File: config.mk
export PLATFORM = sky130hd
export DESIGN_NAME = wts_channel_mixer_flat
export DESIGN_NICKNAME = d
export VERILOG_FILES = /design/src/rtl/wts_channel_mixer_if.sv /design/src/rtl/wts_channel_mixer.sv /design/src/flat_wrapper.sv
export SDC_FILE = /design/constraint.sdc
export NUM_CORES = 1
export LEC_CHECK = 0
export CORE_MARGIN = 3
export CORE_UTILIZATION = 49
export DETAILED_ROUTE_END_ITERATION = 7
export GPL_TIMING_DRIVEN = 0
export PLACE_DENSITY = 0.75
export SLEW_MARGIN = 20
export SYNTH_ARGS = -nofsm -noshare
export SYNTH_HDL_FRONTEND = slang
export SYNTH_SLANG_ARGS = --single-unit
File: constraint.sdc
create_clock -name clk -period 4.5 [get_ports clk]
set_input_delay 0.675 -clock clk [delete_from_list [all_inputs] [get_ports clk]]
set_output_delay 0.675 -clock clk [all_outputs]
set_load 0.01 [all_outputs]
File: src/rtl/wts_channel_mixer_if.sv
// Channel-register / wave-SRAM / output bus of the wavetable channel mixer.
// The master modport is the mixer; the slave modport is its surroundings.
interface wts_channel_mixer_if;
  logic        [2:0]  ch_select;
  logic        [6:0]  wave_address;
  logic        [3:0]  ch_volume;
  logic               ch_enable;
  logic        [9:0]  sram_address;
  logic               sram_rd;
  logic signed [7:0]  sram_rdata;
  logic signed [10:0] sound_out;
  logic               sound_valid;

  modport master (
    output ch_select, sram_address, sram_rd, sound_out, sound_valid,
    input  wave_address, ch_volume, ch_enable, sram_rdata
  );

  modport slave (
    input  ch_select, sram_address, sram_rd, sound_out, sound_valid,
    output wave_address, ch_volume, ch_enable, sram_rdata
  );
endinterface

File: src/rtl/wts_channel_mixer.sv
// Time-multiplexed wavetable mixer: one channel per active pulse, one mixed sample per frame.
// Optional macro WTS_CHANNEL_MASK_EN adds a channel_mask input that mutes channels at capture.
module wts_channel_mixer #(
  parameter int CH_NUM = 6
) (
  input  logic                clk,
  input  logic                nreset,
  input  logic                active,
`ifdef WTS_CHANNEL_MASK_EN
  input  logic [CH_NUM-1:0]   channel_mask,
`endif
  wts_channel_mixer_if.master bus
);

  localparam logic [3:0] LAST_SLOT = 4'(CH_NUM);

  logic        [3:0]  ff_slot;
  logic        [3:0]  ff_vol;
  logic               ff_term_valid;
  logic signed [10:0] ff_accum;
  logic signed [10:0] sound_out_q;
  logic               sound_valid_q;

  logic               capture;
  logic               muted;
  logic signed [7:0]  term;
  logic signed [10:0] term_ext;

  // Signed sample times unsigned volume, floored by 16; the result always fits 8 bits.
  function automatic logic signed [7:0] scale_term(input logic signed [7:0] sample,
                                                    input logic        [3:0] vol);
    logic signed [12:0] prod;
    prod = sample * $signed({1'b0, vol});
    return prod[11:4];
  endfunction

`ifdef WTS_CHANNEL_MASK_EN
  logic [7:0] mask_pad;
  assign mask_pad = 8'(channel_mask);
  assign muted    = mask_pad[ff_slot[2:0]];
`else
  assign muted    = 1'b0;
`endif

  assign capture  = (ff_slot < LAST_SLOT);
  assign term     = scale_term(bus.sram_rdata, ff_vol);
  assign term_ext = 11'(term);

  assign bus.ch_select    = ff_slot[2:0];
  assign bus.sram_rd      = capture;
  assign bus.sram_address = {ff_slot[2:0], bus.wave_address};
  assign bus.sound_out    = sound_out_q;
  assign bus.sound_valid  = sound_valid_q;

  always_ff @(posedge clk or negedge nreset) begin
    if (!nreset) begin
      ff_slot       <= 4'd0;
      ff_vol        <= 4'd0;
      ff_term_valid <= 1'b0;
      ff_accum      <= '0;
      sound_out_q   <= '0;
      sound_valid_q <= 1'b0;
    end else begin
      sound_valid_q <= 1'b0;
      if (active) begin
        // slot counter
        ff_slot <= (ff_slot == LAST_SLOT) ? 4'd0 : ff_slot + 4'd1;

        // capture stage: latch this slot's volume for the term computed next slot
        if (capture) begin
          ff_vol        <= (bus.ch_enable && !muted) ? bus.ch_volume : 4'd0;
          ff_term_valid <= 1'b1;
        end else begin
          ff_term_valid <= 1'b0;
        end

        // accumulate stage: previous slot's volume and its now-returned sample
        if (ff_slot == LAST_SLOT) begin
          sound_out_q   <= ff_accum + term_ext;
          ff_accum      <= '0;
          sound_valid_q <= 1'b1;
        end else if (ff_slot != 4'd0 && ff_term_valid) begin
          ff_accum <= ff_accum + term_ext;
        end
      end
    end
  end

endmodule

File: src/flat_wrapper.sv
// flat-port wrapper written by rule: the top's interface ports become plain ports
module wts_channel_mixer_flat 
#(
  parameter int CH_NUM = 6
)
  (clk, nreset, active, bus_ch_select, bus_sram_address, bus_sram_rd, bus_sound_out, bus_sound_valid, bus_wave_address, bus_ch_volume, bus_ch_enable, bus_sram_rdata);
  wts_channel_mixer_if bus_i ();
  input  logic clk;
  input  logic nreset;
  input  logic active;
  output wire logic [$bits(bus_i.ch_select)-1:0] bus_ch_select;
  output wire logic [$bits(bus_i.sram_address)-1:0] bus_sram_address;
  output wire logic [$bits(bus_i.sram_rd)-1:0] bus_sram_rd;
  output wire logic [$bits(bus_i.sound_out)-1:0] bus_sound_out;
  output wire logic [$bits(bus_i.sound_valid)-1:0] bus_sound_valid;
  input wire logic [$bits(bus_i.wave_address)-1:0] bus_wave_address;
  input wire logic [$bits(bus_i.ch_volume)-1:0] bus_ch_volume;
  input wire logic [$bits(bus_i.ch_enable)-1:0] bus_ch_enable;
  input wire logic [$bits(bus_i.sram_rdata)-1:0] bus_sram_rdata;
  assign bus_ch_select = bus_i.ch_select;
  assign bus_sram_address = bus_i.sram_address;
  assign bus_sram_rd = bus_i.sram_rd;
  assign bus_sound_out = bus_i.sound_out;
  assign bus_sound_valid = bus_i.sound_valid;
  assign bus_i.wave_address = bus_wave_address;
  assign bus_i.ch_volume = bus_ch_volume;
  assign bus_i.ch_enable = bus_ch_enable;
  assign bus_i.sram_rdata = bus_sram_rdata;
  wts_channel_mixer #(.CH_NUM(CH_NUM)) u_core (.clk(clk), .nreset(nreset), .active(active), .bus(bus_i));
endmodule
==> out/qor.yml <==
detail_route.iter0.violations: 73
fin_worst_hold_slack_ps: 430.6
required_ps: 4670
final_number_of_hold_violating_endpoints: 0
rsz0062_at_grt: "yes"
die_area_mm2: 0.006845
final.period_utilization: 1.131
sequential_cell_area_fraction_in_the_yosys_report: 0.2775
clk-insertion-delay-late_ps: 280
drive_gt1_frac: 0.3085
min_path_type: "input pin to async pin"
cap_violations: 0
ctsRootBufferMaster: "sky130_fd_sc_hd__clkbuf_8"
drt_drc_violations_left: 0
cp_cell_sequence: "buf_6, and2_4, ha_4, inv_2, fa_1, inv_2, fa_1, ha_4, a21oi_2, and2b_1, o31a_2, o21ai_1, nand2b_1, a21oi_2, xnor2_1, ha_1, o211ai_1, o21ai_2, nor3_2, o21ai_1, xnor2_1, xnor2_1, mux2_4"
post_synth_instance_area_mm2: 0.002885
synth.ff_latch_count: 32
fp-row-count: 27
critPathCaptureType: "flip-flop"
total_setup_violations_reported_at_the_end_of_the_flow: 12
number_of_buffers_on_the_longest_clock_path: 2
ys_top_cells_by_area: "sky130_fd_sc_hd__dfrtp_1 (28%), sky130_fd_sc_hd__ha_1 (13%), sky130_fd_sc_hd__fa_1 (11%)"
die_height_um: 82.74
cts.clk_slew.worst_paths_ps: 70
failed_checks: "negative setup slack"
final_common_cell: "sky130_fd_sc_hd__clkdlybuf4s50_1"
number_of_vias_after_detailed_routing: 2328
die_width_um: 82.74
cts_buffers: 5
ant_nets: 0
cp.arrival_ps: 5260
global_route_wire_length_before_repair_mm: 9.846
grt_max_degree: 33
start_util: 0.5145
reg2reg_depth: 22
dp.final_hpwl_mm: 4.392
worst-path-max-fanout: 4
synth_top_cell_area_share: 0.2775
n_fill_cell: 447
gr-total-overflow: 0
portBuffers: 41
status: "complete, but fails checks"
finalNonFillerCells: 448
path_depth: 23
crit_path_top_delay_cell: "sky130_fd_sc_hd__fa_1"
worst_setup_path_endpoint: "u_core.bus.sound_out[10]"
timing.critical_path.from: "bus_sram_rdata[2]"
groute.usage.overall: 0.1872
io-pin-count: 49
max_slew.worst_pin.slew_ps: 684.8
fp.coreArea_mm2: 0.005608
netlist.top_cell.by_area: "sky130_fd_sc_hd__dfrtp_1"
grt_pass1_vias: 2254
period_minus_slack_ps: 5091
yosys_warnings: 0
timing.rr.start: "u_core.ff_vol[2]"
crit-reg2reg-capture: "u_core.bus.sound_out[10]"
setup_ws_ps: -590.6
post_synthesis_to_final_layout_area_growth_pct: 36.51
netlist-cell-type-count: 43
most-common-layout-cells: "sky130_fd_sc_hd__clkdlybuf4s50_1 (32), sky130_fd_sc_hd__buf_4 (30), sky130_fd_sc_hd__dfrtp_1 (30)"
postSynthNetCount: 374
worst_setup_path_start_kind: "input pin"
number_of_placed_instances_taps_included: 418
viasPerCell: 5.196
drt_pass1_iterations: 4
slew_violations: 0
max-slew-margin-rel: 0.5434
postSynthCellCount: 305
synth-edff-count: 0
worst_path_dominant_cell_family: "adder cells"
rrSetupSlack_ps: -540
clock_skew_ps: 5.290
antenna_cells: 0
synth_ff_type: "sky130_fd_sc_hd__dfrtp_1"
cpMostUsedCell: "sky130_fd_sc_hd__xnor2_1"
num-nets-final: 444
clkSinkCount: 32
htree_num_levels: 2
syn-mean-instance-area_um2: 9.460
finalWeightedCongestion: 0.8153
achievable-frequency_mhz: 196.4
critical_path_buf_inv_count: 3
max_stage_delay_ps: 510
cts_tree: "yes"
avgRoutedWirePerCell_um: 14.16
antenna_violations_before_repair: 0
asyncSetResetFlopFracSynth: 1.000
routed_wirelength_mm: 6.344
timing.setup.critical_path_class: "input pin to flip-flop"
==> cells in the mapped netlist, types with 4 or more instances <==
library cell,n
sky130_fd_sc_hd__o21ai_0,20
sky130_fd_sc_hd__xnor2_1,15
sky130_fd_sc_hd__inv_1,35
sky130_fd_sc_hd__mux2_2,7
sky130_fd_sc_hd__a21oi_1,17
sky130_fd_sc_hd__clkbuf_1,6
sky130_fd_sc_hd__dfrtp_1,32
sky130_fd_sc_hd__ha_1,30
sky130_fd_sc_hd__a211oi_1,4
sky130_fd_sc_hd__o21a_1,4
sky130_fd_sc_hd__xor2_1,5
sky130_fd_sc_hd__a21o_1,4
sky130_fd_sc_hd__nand2_1,29
sky130_fd_sc_hd__and2_1,18
sky130_fd_sc_hd__nor2_1,9
sky130_fd_sc_hd__fa_1,16
sky130_fd_sc_hd__buf_4,13
sky130_fd_sc_hd__a22o_1,7
==> metal layers <==
layer	GRT usage	part of all wire	vias to the layer above
li1	-	-	1148
met1	0.2476	0.42	1113
met2	0.3221	0.53	63
met4	0.04248	0.0047	0
met3	0.02928	0.044	4
met5	0	0	-
==> layout make-up <==
cell class                      instances  area (um2)  share of cell area
Clock buffer                            8       90.09             0.02287
Buffer                                 20       125.1             0.03177
Inverter                               35       131.4             0.03335
Timing Repair Buffer                   63       576.8              0.1464
Multi-Input combinational cell        218        2122              0.5388
Sequential cell                        32       803.3              0.2039
Tap cell                               72       90.09             0.02287
==> worst register-to-register path: cells and delay by family, from the launching register on <==
| kind | cells | cell delay [ps] |
|---|---|---|
| flops | 1 | 440 |
| simple gates | 4 | 560 |
| xor+xnor | 3 | 380 |
| buf+inv | 2 | 70 |
| mux | 1 | 260 |
| fa+ha+maj | 5 | 1860 |
| compound gates | 7 | 1380 |
==> cell families after synthesis <==
kind of cell | count (synthesis) | synth area share
adder cells (fa/ha/maj) | 46 | 0.2411
multiplexers | 10 | 0.03946
flip-flops | 32 | 0.2775
XOR/XNOR | 21 | 0.06635
AND/OR/NAND/NOR | 77 | 0.1440
buffers and inverters | 55 | 0.08890
AO/OA/AOI/OAI | 64 | 0.1427
==> repair_timing <==
action                                  4_1_cts  5_1_grt
gates resized for setup                      41       31
cloned                                        0        0
hold buffers                                  0        0
pin swaps                                    25       45
endpoints found under the setup margin       16       12
buffers inserted                             14        9
==> stage by stage <==
step | worst slack, ps | setup TNS [ps] | instance area, um2 | util
6_report | -590.6 | -3206 | 3939 | 0.7024
5_1_grt | -802.4 | -5634 | 3939 | 0.7024
4_1_cts | -354.0 | -1760 | 3766 | 0.6716
3_5_place_dp | -1175 | -11360 | 3452 | 0.6156
3_3_place_gp | -1089 | -10330 | 3457 | 0.6165
2_1_floorplan | -378.0 | -1255 | 2957 | -
==> worst min-delay path by stage <==
stage                         endpoint               start  cells after the start  slack, ps
2_1_floorplan  u_core.bus.sound_out[0]              nreset                      0        380
3_3_place_gp        u_core.ff_accum[9]  u_core.ff_accum[9]                      2        480
3_5_place_dp        u_core.ff_accum[2]  u_core.ff_accum[2]                      2        490
4_1_cts        u_core.bus.sound_out[7]              nreset                      1        460
5_1_grt        u_core.bus.sound_out[9]              nreset                      1        500
6_report       u_core.bus.sound_out[9]              nreset                      1        430
==> flip-flops by register name, indices dropped and copies added, names as in the netlist <==
register	cells
u_core.ff_vol	4
u_core.bus.sound_valid	1
u_core.ff_slot	4
u_core.bus.sound_out	11
u_core.ff_accum	11
u_core.ff_term_valid	1
Power is left out: the tool's default activity adds up to more than one toggle a clock period on the data nets, which glitch-free logic cannot reach.
==> RTL change, RTL diff (config.mk and constraints unchanged) <==
Reset style: synchronous (`nreset`), changed in one clocked block.
--- a/src/rtl/wts_channel_mixer.sv
+++ b/src/rtl/wts_channel_mixer.sv
@@ -52,7 +52,7 @@
   assign bus.sound_out    = sound_out_q;
   assign bus.sound_valid  = sound_valid_q;
 
-  always_ff @(posedge clk or negedge nreset) begin
+  always_ff @(posedge clk) begin
     if (!nreset) begin
       ff_slot       <= 4'd0;
       ff_vol        <= 4'd0;
Formal check against the unedited RTL: differs if nreset is asserted again (counterexample within 4 cycles, from zero or initial values and one cycle with nreset low); with nreset held inactive, the same outputs for 4 cycles.
==> RTL change against the unedited design <==
The flow still finishes with violations (negative setup slack). Critical endpoint is now u_core.ff_accum[10]. Highest routed layer unchanged. Sequential cell count stayed put. Setup slack better by 0.15 ns. Global-route usage is 1.5 points higher. Fmax is 3.0% higher. Wire length is 14% higher. Final area is 2.0% higher. Area after synthesis is 1.2% lower. Count of clock-buffer cells in the layout stayed put. Core utilization is 1.9 points higher.
Power is left out: it rests on default switching activity, and per cell area and clock period it moved more than threefold.
==> RTL change: results (changes against the unedited design) <==
The flow ran to the end, but the final reports show violations. The checks that failed: negative setup slack. The via density per instance was 5.52 (+6.1%); the number of warnings printed during yosys synthesis was 0 (unchanged).

The detailed placer's ending HPWL is 4800 um (+9.3%), and the number of I/O port buffers is 41 (unchanged). The number of hold violations in the final report was 0 (unchanged); the synthesized area divided by synthesized cell count was 8.24 um2 (-13%). The final number of setup-violating endpoints is 11 (-1). Clock tree synthesis selected as its root buffer the cell clkbuf_8. The wire length of the first global-routing pass was 10600 um (+8.1%); the maximum number of buffers from clock root to sink was 2 (unchanged). The actual slew at the worst max-slew pin is 0.512 ns (-0.173 ns), and the clock transition at the register clock pins on the worst setup and hold paths after CTS is 0.08 ns.

By area the synthesized netlist is led by dfxtp_1 22%, ha_1 13%, fa_1 11%. Routed length per instance: 14.8 um (+4.5%). The run gives 49 (+14%) as the unique cell type count in the Yosys netlist.

Tracing the worst setup path back leads to its startpoint at bus_sram_rdata[2]. The number of placed instances with taps included was 459 (+9.8%); the share of cells above drive strength 1 was 26.3% (-4.6 points). The startpoint identified for the worst register-to-register timing path is u_core.ff_vol[3]. The arithmetic-cell share of the synthesized area counting full adders, half adders and majority gates is 24.4% (+0.30 points), and the post-synthesis compound-gate area fraction is 16.2% (+2.0 points).

The data arrival at the endpoint of the critical path was 5.16 ns (-0.10 ns); the post-layout instance count excluding filler cells was 487 (+8.7%). The number of global-route vias before repair came out at 2424 (+7.5%). The initial antenna violation count is 0 (unchanged).

The sequential cell area fraction in the yosys report came out at 22.5% (-5.3 points). The post-synthesis net count came out at 415 (+11%). Overall routing resource usage: 20.3% (+1.5 points). Path type of the worst min-delay path: reg -> reg. Share of the synthesized netlist area taken by xor and xnor gates: 5.84% (-0.80 points). The initial detailed-routing violation count was 162 (+120%); the fraction of registers with async set/reset was 0% (-100 points). From synthesis to final layout, the design area changed by 41.0%. The tools report the post-route worst setup slack as -0.442 ns (+0.148 ns). Ranked by instance count, the synthesized netlist is headed by 41 x nand2_1, 33 x inv_1, 32 x dfxtp_1, 30 x ha_1, 27 x a21oi_1. The detailed-routing iteration count for the pre-antenna-repair pass is 4 (unchanged). The multiplexer share of the synthesized area was 0% (-3.9 points); the clock buffer count from CTS was 5 (unchanged).

The run gives 11 (-67%) as the maximum number of pins on one net before global-route repair. The startpoint identified for the worst hold timing path is u_core.bus.sound_out[6]. The clock network latency to the later pin of the worst-skew pair is 0.30 ns (+0.02 ns). The final-layout fill cell count is 401 (-10%), and the last weighted congestion value of the routability-driven placer is 0.895 (+9.8%). The tools report the depth of the CTS H-tree as 2 (unchanged).

The highest net fanout along the worst path is 4 (unchanged). The placed standard-cell area is 0.00342 mm2 (-0.91%), and the number of antenna repair diodes is 0 (unchanged). The count of nets after finishing was 483 (+8.8%). The worst clock skew was 0.0184 ns (+0.0131 ns).
[RTL change: cell count changes after synthesis, sizes merged, moves of 4 or more]
cell | before | now
dfrtp | 32 | 0
mux2 | 8 | 0
and3 | 1 | 5
nand3 | 2 | 11
o21ai | 21 | 12
a21oi | 17 | 28
nor2 | 9 | 20
dfxtp | 0 | 32
nand2 | 29 | 41
a22o | 8 | 0
[RTL change: kinds of logic (layout without fill, tap and decap cells)]
kind of cell,count (synthesis),count (layout)
flops,32,32
buf+inv,55,124
fa+ha+maj,46,46
compound gates,71,71
xor+xnor,19,19
simple gates,123,123
[RTL change: final timing paths]
| check | to | slack [ns] | depth (start not counted) |
|---|---|---|---|
| worst max-delay path | u_core.ff_accum[10] | -0.44 | 22 |
| worst min-delay path | u_core.bus.sound_out[6] | 0.46 | 2 |
| worst max register to register | u_core.ff_accum[10] | -0.38 | 21 |
| worst min register to register | u_core.bus.sound_out[6] | 0.46 | 2 |
[RTL change: repair_timing]
item                       CTS  global route
pin swaps                   31            52
gates resized for setup     36            59
setup endpoints to repair   17            14
buffers inserted            12             8
[RTL change: area by class of cell]
cell class / count / area [um2] / area share, %
clock buffer: 8 / 90.1 / 2.24
sequential: 32 / 643 / 16.0
multi-input combinational: 259 / 2340 / 58.3
inverter: 34 / 128 / 3.18
tap: 72 / 90.1 / 2.24
buffer: 21 / 128 / 3.18
timing repair buffer: 61 / 596 / 14.8
[RTL change: metrics by stage]
step                setup slack (ns)  setup TNS (ns)
finish                        -0.442           -2.90
global route                  -0.586           -4.64
CTS                           -0.442           -3.17
detailed placement             -1.07          -12.05
global placement               -1.03          -11.61
floorplan                     -0.279           -1.20
[RTL change: layer usage]
layer / GRT usage (%) / share of wire [%] / vias up
li1: - / - / 1303
met1: 26.1 / 43 / 1267
met2: 33.9 / 49 / 89
met3: 3.47 / 4.9 / 27
met4: 7.48 / 3.1 / 0
met5: 0 / 0 / -
[RTL change: critical path: stages]
cell and delay, ns:
buf_6 0.09, and2_4 0.15, ha_4 0.23, fa_1 0.49, inv_2 0.04, fa_1 0.52, inv_2 0.05, ha_4 0.22
and4_4 0.17, a221o_2 0.35, buf_4 0.14, buf_6 0.12, a21oi_2 0.16, nand2b_1 0.13, a211oi_1 0.08, ha_2 0.24
a2111o_1 0.48, a21oi_4 0.20, o211a_1 0.23, nor3_4 0.06, o21a_1 0.12, o31ai_1 0.21
